`config.mk`:
```
export PLATFORM = sky130hd
export DESIGN_NAME = ebus_responder_flat
export DESIGN_NICKNAME = d
export VERILOG_FILES = /design/src/rtl/ebus_pkg.sv /design/src/rtl/ebus_if.sv /design/src/rtl/ebus_pi_req.sv /design/src/rtl/ebus_responder.sv /design/src/flat_wrapper.sv
export SDC_FILE = /design/constraint.sdc
export NUM_CORES = 1
export LEC_CHECK = 0
export CAP_MARGIN = 30
export CORE_MARGIN = 2
export CORE_UTILIZATION = 60
export CTS_BUF_LIST = sky130_fd_sc_hd__clkbuf_16
export DETAILED_ROUTE_END_ITERATION = 8
export DONT_BUFFER_PORTS = 1
export PLACE_DENSITY = 0.83
export SYNTH_ARGS = -nofsm -noshare
export SYNTH_HDL_FRONTEND = slang
export SYNTH_SLANG_ARGS = --single-unit
export TNS_END_PERCENT = 20
```
`constraint.sdc`:
```
create_clock -name clk -period 3.2 [get_ports clk]
set_clock_uncertainty 0.2 [all_clocks]
set_input_delay 0.64 -clock clk [delete_from_list [all_inputs] [get_ports clk]]
set_output_delay 0.64 -clock clk [all_outputs]
set_load 0.01 [all_outputs]
```
`src/rtl/ebus_pkg.sv`:
```
// ---------------------------------------------------------------------------
// ebus_pkg
// Shared EBUS definitions used by the responder, its interface and the PI
// request sub-module.
//   ebus_cs_t     7-bit controller-select code
//   ebus_word_t   36-bit EBUS word, PDP-10 bit order (bit 0 = MSB, 35 = LSB)
//   ebus_func_t   EBUS_F function codes
//   ebus_state_t  responder transfer FSM states
// ---------------------------------------------------------------------------
package ebus_pkg;

  typedef logic [6:0]  ebus_cs_t;
  typedef logic [0:35] ebus_word_t;

  typedef enum logic [2:0] {
    F_CONO  = 3'b000,
    F_CONI  = 3'b001,
    F_DATAO = 3'b010,
    F_DATAI = 3'b011
  } ebus_func_t;

  typedef enum logic [2:0] {
    ST_IDLE      = 3'd0,
    ST_DECODE    = 3'd1,
    ST_WAIT_DATA = 3'd2,
    ST_XFER      = 3'd3,
    ST_SKIP      = 3'd4
  } ebus_state_t;

  // Master-to-device functions: the device captures a word.
  function automatic logic is_write_f(input logic [2:0] f);
    return (f == F_CONO) || (f == F_DATAO);
  endfunction

  // Device-to-master functions: the responder drives EBUS_DATA_OUT.
  function automatic logic is_read_f(input logic [2:0] f);
    return (f == F_CONI) || (f == F_DATAI);
  endfunction

endpackage

```
`src/rtl/ebus_if.sv`:
```
// ---------------------------------------------------------------------------
// ebus_if
// EBUS transfer signals between the APR/CON master and a device responder.
//   EBUS_CS / EBUS_F / EBUS_DEMAND / EBUS_DATA_IN   master -> device
//   EBUS_XFER / EBUS_DATA_OUT / EBUS_DATA_OE / EBUS_PI device -> master
// Modports: master (EBOX side), slave (device responder side).
// ---------------------------------------------------------------------------
interface ebus_if;
  import ebus_pkg::*;

  ebus_cs_t   EBUS_CS;
  logic [2:0] EBUS_F;
  logic       EBUS_DEMAND;
  ebus_word_t EBUS_DATA_IN;
  logic       EBUS_XFER;
  ebus_word_t EBUS_DATA_OUT;
  logic       EBUS_DATA_OE;
  logic [1:7] EBUS_PI;

  modport master (
    output EBUS_CS, EBUS_F, EBUS_DEMAND, EBUS_DATA_IN,
    input  EBUS_XFER, EBUS_DATA_OUT, EBUS_DATA_OE, EBUS_PI
  );

  modport slave (
    input  EBUS_CS, EBUS_F, EBUS_DEMAND, EBUS_DATA_IN,
    output EBUS_XFER, EBUS_DATA_OUT, EBUS_DATA_OE, EBUS_PI
  );

endinterface

```
`src/rtl/ebus_pi_req.sv`:
```
// ---------------------------------------------------------------------------
// ebus_pi_req
// Holds the device PI assignment and turns DEV_INT into a registered one-hot
// PI request on the assigned level (level 0 means "no PI").
//   clk, RESET_n   clock, synchronous active-low reset
//   pia_load       load pia_in into the PIA register (CONO)
//   pia_in [0:2]   new PI assignment
//   dev_int        device interrupt condition
//   pia    [0:2]   current PI assignment
//   pi     [1:7]   one-hot PI request, one cycle behind dev_int / pia
// ---------------------------------------------------------------------------
module ebus_pi_req (
  input  logic       clk,
  input  logic       RESET_n,
  input  logic       pia_load,
  input  logic [0:2] pia_in,
  input  logic       dev_int,
  output logic [0:2] pia,
  output logic [1:7] pi
);

  logic [0:2] pia_q, pia_d;
  logic [1:7] pi_q, pi_d;

  always_comb begin
    pia_d = pia_q;
    if (pia_load) begin
      pia_d = pia_in;
    end
  end

  // Request line k is driven from the registered PIA, so a new assignment
  // reaches EBUS_PI one cycle after PIA itself changes.
  for (genvar gi = 1; gi <= 7; gi++) begin : g_pi
    assign pi_d[gi] = dev_int && (pia_q == 3'(gi));
  end

  always_ff @(posedge clk) begin
    if (!RESET_n) begin
      pia_q <= '0;
      pi_q  <= '0;
    end else begin
      pia_q <= pia_d;
      pi_q  <= pi_d;
    end
  end

  assign pia = pia_q;
  assign pi  = pi_q;

endmodule

```
`src/rtl/ebus_responder.sv`:
```
// ---------------------------------------------------------------------------
// ebus_responder
// Device-side EBUS slave: decodes controller select and function, runs the
// DEMAND/XFER handshake, captures CONO/DATAO words and returns CONI/DATAI
// words. Owns the PI assignment through ebus_pi_req.
// Parameters: DEV_CS (select code answered), WAIT_MAX (DATAI wait limit).
// Ports:
//   clk, RESET_n              clock, synchronous active-low reset
//   bus (ebus_if.slave)       EBUS transfer signals
//   CONI_STATUS [0:35]        live status, bits 33:35 replaced by PIA
//   DATAI_WORD, DATAI_VALID   device read word and its ready flag
//   DEV_INT                   device interrupt condition
//   CONO_WR, DATAO_WR         one-cycle write strobes, word on WR_DATA
//   WR_DATA [0:35]            last captured write word
//   DATAI_ACK                 one-cycle pulse, DATAI_WORD consumed
//   PIA [0:2]                 current PI assignment
// ---------------------------------------------------------------------------
module ebus_responder
  import ebus_pkg::*;
#(
  parameter ebus_cs_t DEV_CS   = 7'o00,
  parameter int       WAIT_MAX = 16
) (
  input  logic        clk,
  input  logic        RESET_n,
  ebus_if.slave       bus,
  input  ebus_word_t  CONI_STATUS,
  input  ebus_word_t  DATAI_WORD,
  input  logic        DATAI_VALID,
  input  logic        DEV_INT,
  output logic        CONO_WR,
  output logic        DATAO_WR,
  output ebus_word_t  WR_DATA,
  output logic        DATAI_ACK,
  output logic [0:2]  PIA
);

  localparam int            CW        = $clog2(WAIT_MAX + 1);
  localparam logic [CW-1:0] WAIT_LAST = CW'(WAIT_MAX - 1);

  ebus_state_t   state_q, state_d;
  ebus_cs_t      cs_q, cs_d;
  logic [2:0]    f_q, f_d;
  ebus_word_t    wr_data_q, wr_data_d;
  ebus_word_t    rd_q, rd_d;
  logic [CW-1:0] wait_cnt_q, wait_cnt_d;

  logic          cono_wr, datao_wr, datai_ack;
  logic          xfer, data_oe;
  logic [0:2]    pia;
  logic [1:7]    pi;
  ebus_word_t    coni_word;

  assign coni_word = {CONI_STATUS[0:32], pia};

  always_comb begin
    state_d    = state_q;
    cs_d       = cs_q;
    f_d        = f_q;
    wr_data_d  = wr_data_q;
    rd_d       = rd_q;
    wait_cnt_d = wait_cnt_q;
    cono_wr    = 1'b0;
    datao_wr   = 1'b0;
    datai_ack  = 1'b0;

    unique case (state_q)
      ST_IDLE: begin
        if (bus.EBUS_DEMAND) begin
          cs_d    = bus.EBUS_CS;
          f_d     = bus.EBUS_F;
          // The write word is taken straight off the bus here so WR_DATA is
          // already valid when the strobe fires in DECODE, and a transfer
          // addressed elsewhere never disturbs it.
          if (bus.EBUS_CS == DEV_CS && is_write_f(bus.EBUS_F)) begin
            wr_data_d = bus.EBUS_DATA_IN;
          end
          state_d = ST_DECODE;
        end
      end

      ST_DECODE: begin
        wait_cnt_d = '0;
        if (cs_q != DEV_CS || !(is_write_f(f_q) || is_read_f(f_q))) begin
          state_d = ST_SKIP;
        end else begin
          case (f_q)
            F_CONO: begin
              cono_wr = 1'b1;
              state_d = ST_XFER;
            end
            F_DATAO: begin
              datao_wr = 1'b1;
              state_d  = ST_XFER;
            end
            F_CONI: begin
              rd_d    = coni_word;
              state_d = ST_XFER;
            end
            default: begin  // F_DATAI
              if (DATAI_VALID) begin
                rd_d      = DATAI_WORD;
                datai_ack = 1'b1;
                state_d   = ST_XFER;
              end else begin
                state_d = ST_WAIT_DATA;
              end
            end
          endcase
        end
      end

      ST_WAIT_DATA: begin
        // Data arriving wins over a simultaneous DEMAND drop or timeout.
        if (DATAI_VALID) begin
          rd_d      = DATAI_WORD;
          datai_ack = 1'b1;
          state_d   = ST_XFER;
        end else if (!bus.EBUS_DEMAND) begin
          state_d = ST_IDLE;
        end else if (wait_cnt_q == WAIT_LAST) begin
          // Give up silently; the master's own timeout handles the rest.
          state_d = ST_SKIP;
        end else begin
          wait_cnt_d = wait_cnt_q + 1'b1;
        end
      end

      ST_XFER, ST_SKIP: begin
        // SKIP waits out the DEMAND so a CS change mid-DEMAND is not matched.
        if (!bus.EBUS_DEMAND) begin
          state_d = ST_IDLE;
        end
      end

      default: begin
        state_d = ST_IDLE;
      end
    endcase
  end

  always_ff @(posedge clk) begin
    if (!RESET_n) begin
      state_q    <= ST_IDLE;
      cs_q       <= '0;
      f_q        <= '0;
      wr_data_q  <= '0;
      rd_q       <= '0;
      wait_cnt_q <= '0;
    end else begin
      state_q    <= state_d;
      cs_q       <= cs_d;
      f_q        <= f_d;
      wr_data_q  <= wr_data_d;
      rd_q       <= rd_d;
      wait_cnt_q <= wait_cnt_d;
    end
  end

  ebus_pi_req u_pi_req (
    .clk      (clk),
    .RESET_n  (RESET_n),
    .pia_load (cono_wr & RESET_n),
    .pia_in   (wr_data_q[33:35]),
    .dev_int  (DEV_INT),
    .pia      (pia),
    .pi       (pi)
  );

  assign xfer    = (state_q == ST_XFER);
  assign data_oe = xfer && is_read_f(f_q);

  assign bus.EBUS_XFER     = xfer;
  assign bus.EBUS_DATA_OE  = data_oe;
  assign bus.EBUS_DATA_OUT = data_oe ? rd_q : '0;
  assign bus.EBUS_PI       = pi;

  // Strobes are combinational from DECODE/WAIT_DATA; reset masks them so a
  // reset landing in that cycle cannot leak a write or ack to the device.
  assign CONO_WR   = cono_wr & RESET_n;
  assign DATAO_WR  = datao_wr & RESET_n;
  assign DATAI_ACK = datai_ack & RESET_n;
  assign WR_DATA   = wr_data_q;
  assign PIA       = pia;

endmodule

```
`src/flat_wrapper.sv`:
```
// flat-port wrapper written by rule: the top's interface ports become plain ports
module ebus_responder_flat import ebus_pkg::*;
#(
  parameter ebus_cs_t DEV_CS   = 7'o00,
  parameter int       WAIT_MAX = 16
)
  (clk, RESET_n, CONI_STATUS, DATAI_WORD, DATAI_VALID, DEV_INT, CONO_WR, DATAO_WR, WR_DATA, DATAI_ACK, PIA, bus_EBUS_CS, bus_EBUS_F, bus_EBUS_DEMAND, bus_EBUS_DATA_IN, bus_EBUS_XFER, bus_EBUS_DATA_OUT, bus_EBUS_DATA_OE, bus_EBUS_PI);
  ebus_if bus_i ();
  input  logic clk;
  input  logic RESET_n;
  input  ebus_word_t CONI_STATUS;
  input  ebus_word_t DATAI_WORD;
  input  logic DATAI_VALID;
  input  logic DEV_INT;
  output logic CONO_WR;
  output logic DATAO_WR;
  output ebus_word_t WR_DATA;
  output logic DATAI_ACK;
  output logic [0:2] PIA;
  input wire logic [$bits(bus_i.EBUS_CS)-1:0] bus_EBUS_CS;
  input wire logic [$bits(bus_i.EBUS_F)-1:0] bus_EBUS_F;
  input wire logic [$bits(bus_i.EBUS_DEMAND)-1:0] bus_EBUS_DEMAND;
  input wire logic [$bits(bus_i.EBUS_DATA_IN)-1:0] bus_EBUS_DATA_IN;
  output wire logic [$bits(bus_i.EBUS_XFER)-1:0] bus_EBUS_XFER;
  output wire logic [$bits(bus_i.EBUS_DATA_OUT)-1:0] bus_EBUS_DATA_OUT;
  output wire logic [$bits(bus_i.EBUS_DATA_OE)-1:0] bus_EBUS_DATA_OE;
  output wire logic [$bits(bus_i.EBUS_PI)-1:0] bus_EBUS_PI;
  assign bus_i.EBUS_CS = bus_EBUS_CS;
  assign bus_i.EBUS_F = bus_EBUS_F;
  assign bus_i.EBUS_DEMAND = bus_EBUS_DEMAND;
  assign bus_i.EBUS_DATA_IN = bus_EBUS_DATA_IN;
  assign bus_EBUS_XFER = bus_i.EBUS_XFER;
  assign bus_EBUS_DATA_OUT = bus_i.EBUS_DATA_OUT;
  assign bus_EBUS_DATA_OE = bus_i.EBUS_DATA_OE;
  assign bus_EBUS_PI = bus_i.EBUS_PI;
  ebus_responder #(.DEV_CS(DEV_CS), .WAIT_MAX(WAIT_MAX)) u_core (.clk(clk), .RESET_n(RESET_n), .bus(bus_i), .CONI_STATUS(CONI_STATUS), .DATAI_WORD(DATAI_WORD), .DATAI_VALID(DATAI_VALID), .DEV_INT(DEV_INT), .CONO_WR(CONO_WR), .DATAO_WR(DATAO_WR), .WR_DATA(WR_DATA), .DATAI_ACK(DATAI_ACK), .PIA(PIA));
endmodule
```
* After elaboration in Yosys (flattened, before gate mapping)
Cells that the tools add are included. Widths: inputs -> output; s select.
Cells by class: equality and inequality tests 24, reduce and logical (&&, ||, !) cells 29, mux-type cells 28, bitwise operators 3, add/subtract/negate cells 1
Operators by type and width (number):
- $pmux 36 s2 | 2
- $mux 36 | 3
- $eq 3x2->1 const B | 7
- $mux 3 | 7
- $eq 3x3->1 const B | 5
- $mux 5 | 3
- $ne 2x2->1 const B | 7
- $pmux 3 s4 | 1
- $mux 1 | 10
- $pmux 5 s2 | 1
- $eq 3x1->1 const B | 3
- $logic_and 1x1->1 | 9
- $logic_not 3->1 | 3
- $reduce_and 3->1 | 3
- $logic_not 7->1 | 1
- $reduce_bool 7->1 | 1
- $add 5x1->5 const B | 1
- $eq 5x4->1 const B | 1
- $logic_or 1x1->1 | 5
- $ne 4x3->1 const B | 1
- $reduce_and 4->1 | 1
- $reduce_or 2->1 | 2
- $and 1x1->1 | 3
- $reduce_or 3->1 | 1
- 4 further kinds | 4
Storage, ports and cells: output and inout bits 87, register bits 100, word-level logic and storage cells 93

* Depth between registers and ports, before layout
depth in word-level cells 8, mapped depth 7

* Modules after synthesis
A second synthesis with hierarchy kept.
Unflattened totals: cell total of the unflattened synthesis 570, area, all modules 4971.0 um^2
Modules (own cells, without submodules):
- ebus_responder | seq. area each 1801.7 um^2, area an instance 4660.7 um^2, cells an instance 542, times used 1
- ebus_pi_req | seq. area each 200.2 um^2, area an instance 310.3 um^2, cells an instance 28, times used 1

* Worst setup path after synthesis
OpenSTA, ideal clock, no wires.
path type register to output, from register u_core.state_q[0], to output port bus_EBUS_DATA_OUT[26], arrival 1.547 ns, slack 0.813 ns, cell stages (with the launch flop) 7, path buffers 3, path through dfxtp_1 buf_6 and3_1 and3b_1 clkbuf_1 clkbuf_1 and2_1
Between the ends: word-level cells in the longest chain between the ends 3
Ends and longest elaborated chain:
- start: declaration | RTL line ebus_responder.sv:41 | ebus_state_t state_q, state_d;
- start signal: assignment | RTL line ebus_responder.sv:151 | state_q <= state_d;
- $eq 3x2->1 | RTL line ebus_responder.sv:170 | assign xfer = (state_q == ST_XFER);
- net bus_EBUS_XFER | RTL line flat_wrapper.sv:24 | output wire logic [$bits(bus_i.EBUS_XFER)-1:0] bus_EBUS_XFER;
- $logic_and 1x1->1 | RTL line ebus_responder.sv:171 | assign data_oe = xfer && is_read_f(f_q);
- net bus_EBUS_DATA_OE | RTL line flat_wrapper.sv:26 | output wire logic [$bits(bus_i.EBUS_DATA_OE)-1:0] bus_EBUS_DATA_OE;
- $mux 36 | RTL line ebus_responder.sv:175 | assign bus.EBUS_DATA_OUT = data_oe ? rd_q : '0;
- end: declaration | RTL line flat_wrapper.sv:25 | output wire logic [$bits(bus_i.EBUS_DATA_OUT)-1:0] bus_EBUS_DATA_OUT;
The timed path passes the listed nets, and every way through them passes these cells.

* Worst setup path in the final report
from register u_core.state_q[0], to output port DATAI_ACK
Between the ends: word-level cells in the longest chain between the ends 3, elaborated cells on any way between the ends 4, those cells by class eq/ne: 2; mux: 1; bitwise: 1
Ends and longest elaborated chain:
- $eq 3x2->1 or $eq 3x1->1 (tied branches) | RTL line ebus_responder.sv:67 | unique case (state_q)
- $pmux 1 s2 * | RTL line ebus_responder.sv:67
- $and 1x1->1 * | RTL line ebus_responder.sv:182 | assign DATAI_ACK = datai_ack & RESET_n;
- end: declaration | RTL line flat_wrapper.sv:18 | output logic DATAI_ACK;
Every way passes the cells marked *; elsewhere a longest branch is shown, timed or not.

==> results.py <==
metrics = {
    "cts": {
        "cts_hold_buf": 0,
        "clock_sinks": 100,
        "clockBufferDepth": 2,
        "post_cts_resized": 0,
        "h-tree-depth": 3,
        "numCtsBuffers": 9,
        "clkTransAtPathRegs_ns": 0.07,
        "cts_tree": "built",
        "cts-root-buf": "clkbuf_16",
        "clkLatencyLatePin_ns": 0.33,
        "postCtsSetupBuffers": 0,
    },
    "place": {
        "portBuffers": 0,
        "dp_slack_ns": 0.6186,
        "place_congestion": 0.8705,
        "placed_cell_area_sq_mm": 0.004741,
        "dp_hpwl_um": 7529,
        "place_inst": 583,
    },
    "status": {
        "status": "completed",
    },
    "cells_and_area": {
        "num_antenna_cells": 0,
        "nets": 617,
        "stdcell_area_sq_mm": 0.005024,
        "syn2layout_area_growth_pct": 5.353,
        "drive_gt1_frac": 0.08048,
        "final_cells": 599,
    },
    "detailed_routing": {
        "wl_per_cell_um": 17.98,
        "vias_per_cell": 6.042,
        "final_antenna_net_count": 0,
        "dr.pass1.iters": 5,
        "drc": 0,
        "drt_wl_total_um": 10770,
        "first_iter_violations": 201,
        "vias": 3619,
    },
    "floorplan": {
        "io_pins": 210,
        "die_w_um": 93.15,
        "chipHeight_um": 93.15,
        "design.die.area_sq_mm": 0.008676,
        "core_area_sq_mm": 0.007727,
        "num_rows": 32,
        "initial_core_util": 0.6171,
    },
    "synthesis": {
        "synth_warnings": 0,
        "netlist_area_sq_mm": 0.004768,
        "synth_ff_type": "dfxtp_1",
        "ys_types": 46,
        "synth_fp_nets": 639,
        "seq_area_frac_synth": 0.4198,
        "syn_avg_cell_area_sq_um": 9.277,
        "async_reset_ff_frac": 0,
        "ys_seq_elements": 100,
        "syn_inst": 514,
        "synth-edff-count": 0,
    },
    "worst_setup_path": {
        "crit_arrival_ns": 2.00,
        "crit_path_max_incr_delay_ns": 0.61,
        "setup.worst_path.start_class": "flip-flop",
        "end_kind": "primary output",
        "cp_cell_sequence": "or3b_2, nor2_1, a21oi_1, nor3_1",
        "crit_type": "flip-flop to primary output",
        "worst_path_dominant_cell_family": "simple AND/OR/NAND/NOR gates",
        "cpMaxStageDelayCell": "or3b_2",
        "crit_buf_inv": 0,
        "worstPathRequired_ns": 2.36,
        "path_max_fanout": 12,
    },
    "flow_run": {
        "max_cap_violations": 0,
    },
    "sta": {
        "setup_tns_ns": 0,
        "fmax_mhz": 351.6,
        "worst_slack_ns": 0.3556,
        "rsz0062_at_grt": "no",
        "setup_viol": 0,
        "fin_crit_ns": 2.844,
        "timing.slew.headroom": 0.3745,
        "slew_violations": 0,
        "worstMarginPinSlew_ns": 0.9383,
        "final-hold-violation-count": 0,
        "finalCritPeriodShare": 0.8889,
    },
    "global_route": {
        "overflow": 0,
        "grt_usage": 0.2340,
        "first_global_vias": 3469,
        "grt_max_degree": 91,
        "grt_pass1_wl_um": 16400,
        "antenna_found_initial": 0,
    },
    "power_and_ir_drop": {
        "internal_power_w": 0.001965,
        "switching_share": 0.2670,
        "pwr-share-comb": 0.127,
        "p_sw_w": 0.0007159,
        "p_leak_nw": 2.288,
        "peakVddDrop_v": 0.0003599,
        "power_density_mw_per_mm2": 533.7,
        "power_frac_seq": 0.496,
        "clockPowerShare": 0.377,
    },
    "worst_hold_path": {
        "hold_class": "input pin to flip-flop",
    },
}
==> placed cells by master (no fill, tap or decap), types with 2 or more instances in the layout <==
cell / instances
nand2b_1: 3
nor2_1: 56
clkbuf_16: 9
nand4_1: 3
o32ai_1: 29
mux2i_1: 76
nand3_1: 4
inv_1: 6
nand3b_1: 2
inv_6: 2
xnor2_1: 2
buf_4: 8
o32ai_2: 7
nor4_2: 2
a21oi_1: 16
dfxtp_1: 100
and3_1: 4
nor3_1: 4
nand2_1: 59
nor4b_1: 2
ha_1: 2
clkinv_4: 2
and2_1: 73
==> routing by layer <==
layer	vias to the layer above	GRT usage	wire [um]
li1	1749	-	-
met1	1684	0.2865	4349
met2	175	0.4070	5355
met3	11	0.05560	950
met4	0	0.07353	114
met5	-	0	0
==> power groups by stage <==
| stage | Clock [W] | Sequential (W) | Combinational [W] |
|---|---|---|---|
| 2_1_floorplan | 0 | 0.00134 | 0.000324 |
| 6_report | 0.00101 | 0.00133 | 0.000341 |
| 3_3_place_gp | 0 | 0.00135 | 0.000327 |
| 3_5_place_dp | 0 | 0.00136 | 0.000337 |
| 4_1_cts | 0.00103 | 0.00133 | 0.000339 |
| 5_1_grt | 0.00108 | 0.00133 | 0.000368 |
==> final timing paths <==
path / from / endpoint / slack (ns) / depth (start not counted)
worst min-delay path: bus_EBUS_F[1] / u_core.f_q[1]$_SDFFE_PN0P_ / 0.24 / 2
worst max-delay path: u_core.state_q[0]$_SDFFE_PN0P_ / DATAI_ACK / 0.36 / 4
worst min register to register: u_core.rd_q[12]$_SDFFE_PN0P_ / u_core.rd_q[12]$_SDFFE_PN0P_ / 0.27 / 2
worst max register to register: u_core.state_q[0]$_SDFFE_PN0P_ / u_core.rd_q[15]$_SDFFE_PN0P_ / 0.62 / 6
==> cell usage after synthesis (2+ instances only) <==
cell / n / area (sq um)
buf_2: 8 / 40.04
nor4b_1: 2 / 17.52
clkbuf_1: 24 / 90.09
and3_1: 4 / 25.02
buf_4: 2 / 15.01
nor2_1: 56 / 210.2
nand3b_1: 2 / 15.01
a21oi_1: 16 / 80.08
nor3_1: 4 / 20.02
o32ai_1: 29 / 254.0
ha_1: 2 / 25.02
nand3_1: 4 / 20.02
inv_1: 5 / 18.77
nand2b_1: 3 / 18.77
dfxtp_1: 100 / 2002
mux2i_1: 76 / 760.7
buf_6: 8 / 90.09
nand2_1: 59 / 221.5
xnor2_1: 2 / 17.52
o32ai_2: 7 / 113.9
nand4_1: 3 / 18.77
and2_1: 73 / 456.7
nor4_2: 2 / 25.02
==> registers in the layout, summed over array words and instances (netlist names) <==
register             count
u_core.state_q           3
u_core.cs_q              7
u_core.wait_cnt_q        5
u_core.rd_q             36
u_core.f_q               3
u_core.WR_DATA          36
u_core.u_pi_req.pi       7
u_core.u_pi_req.pia      3
==> kinds of logic after synthesis <==
family | Yosys count | share of synthesized area
fa+ha+maj | 2 | 0.005247
simple gates | 222 | 0.2380
mux | 77 | 0.1619
buf+inv | 48 | 0.05405
xor+xnor | 2 | 0.003674
compound gates | 63 | 0.1173
flops | 100 | 0.4198
==> through the flow <==
step	util	hold WS (ns)	total power (W)
2_1_floorplan	-	0.2455	0.001663
3_3_place_gp	0.6135	0.2541	0.001680
3_5_place_dp	0.6135	0.2605	0.001694
4_1_cts	0.6501	0.2349	0.002699
5_1_grt	0.6501	0.2338	0.002783
6_report	0.6501	0.2427	0.002681
==> layout make-up <==
cell class | instances | area [sq um]
clock buffer | 9 | 225.2
inverter | 6 | 22.52
clock inverter | 7 | 57.56
tap | 102 | 127.6
timing repair buffer | 9 | 80.08
multi-input combinational | 366 | 2509
sequential | 100 | 2002
fill | 613 | 2704
Power figures use the tool's default switching activity.
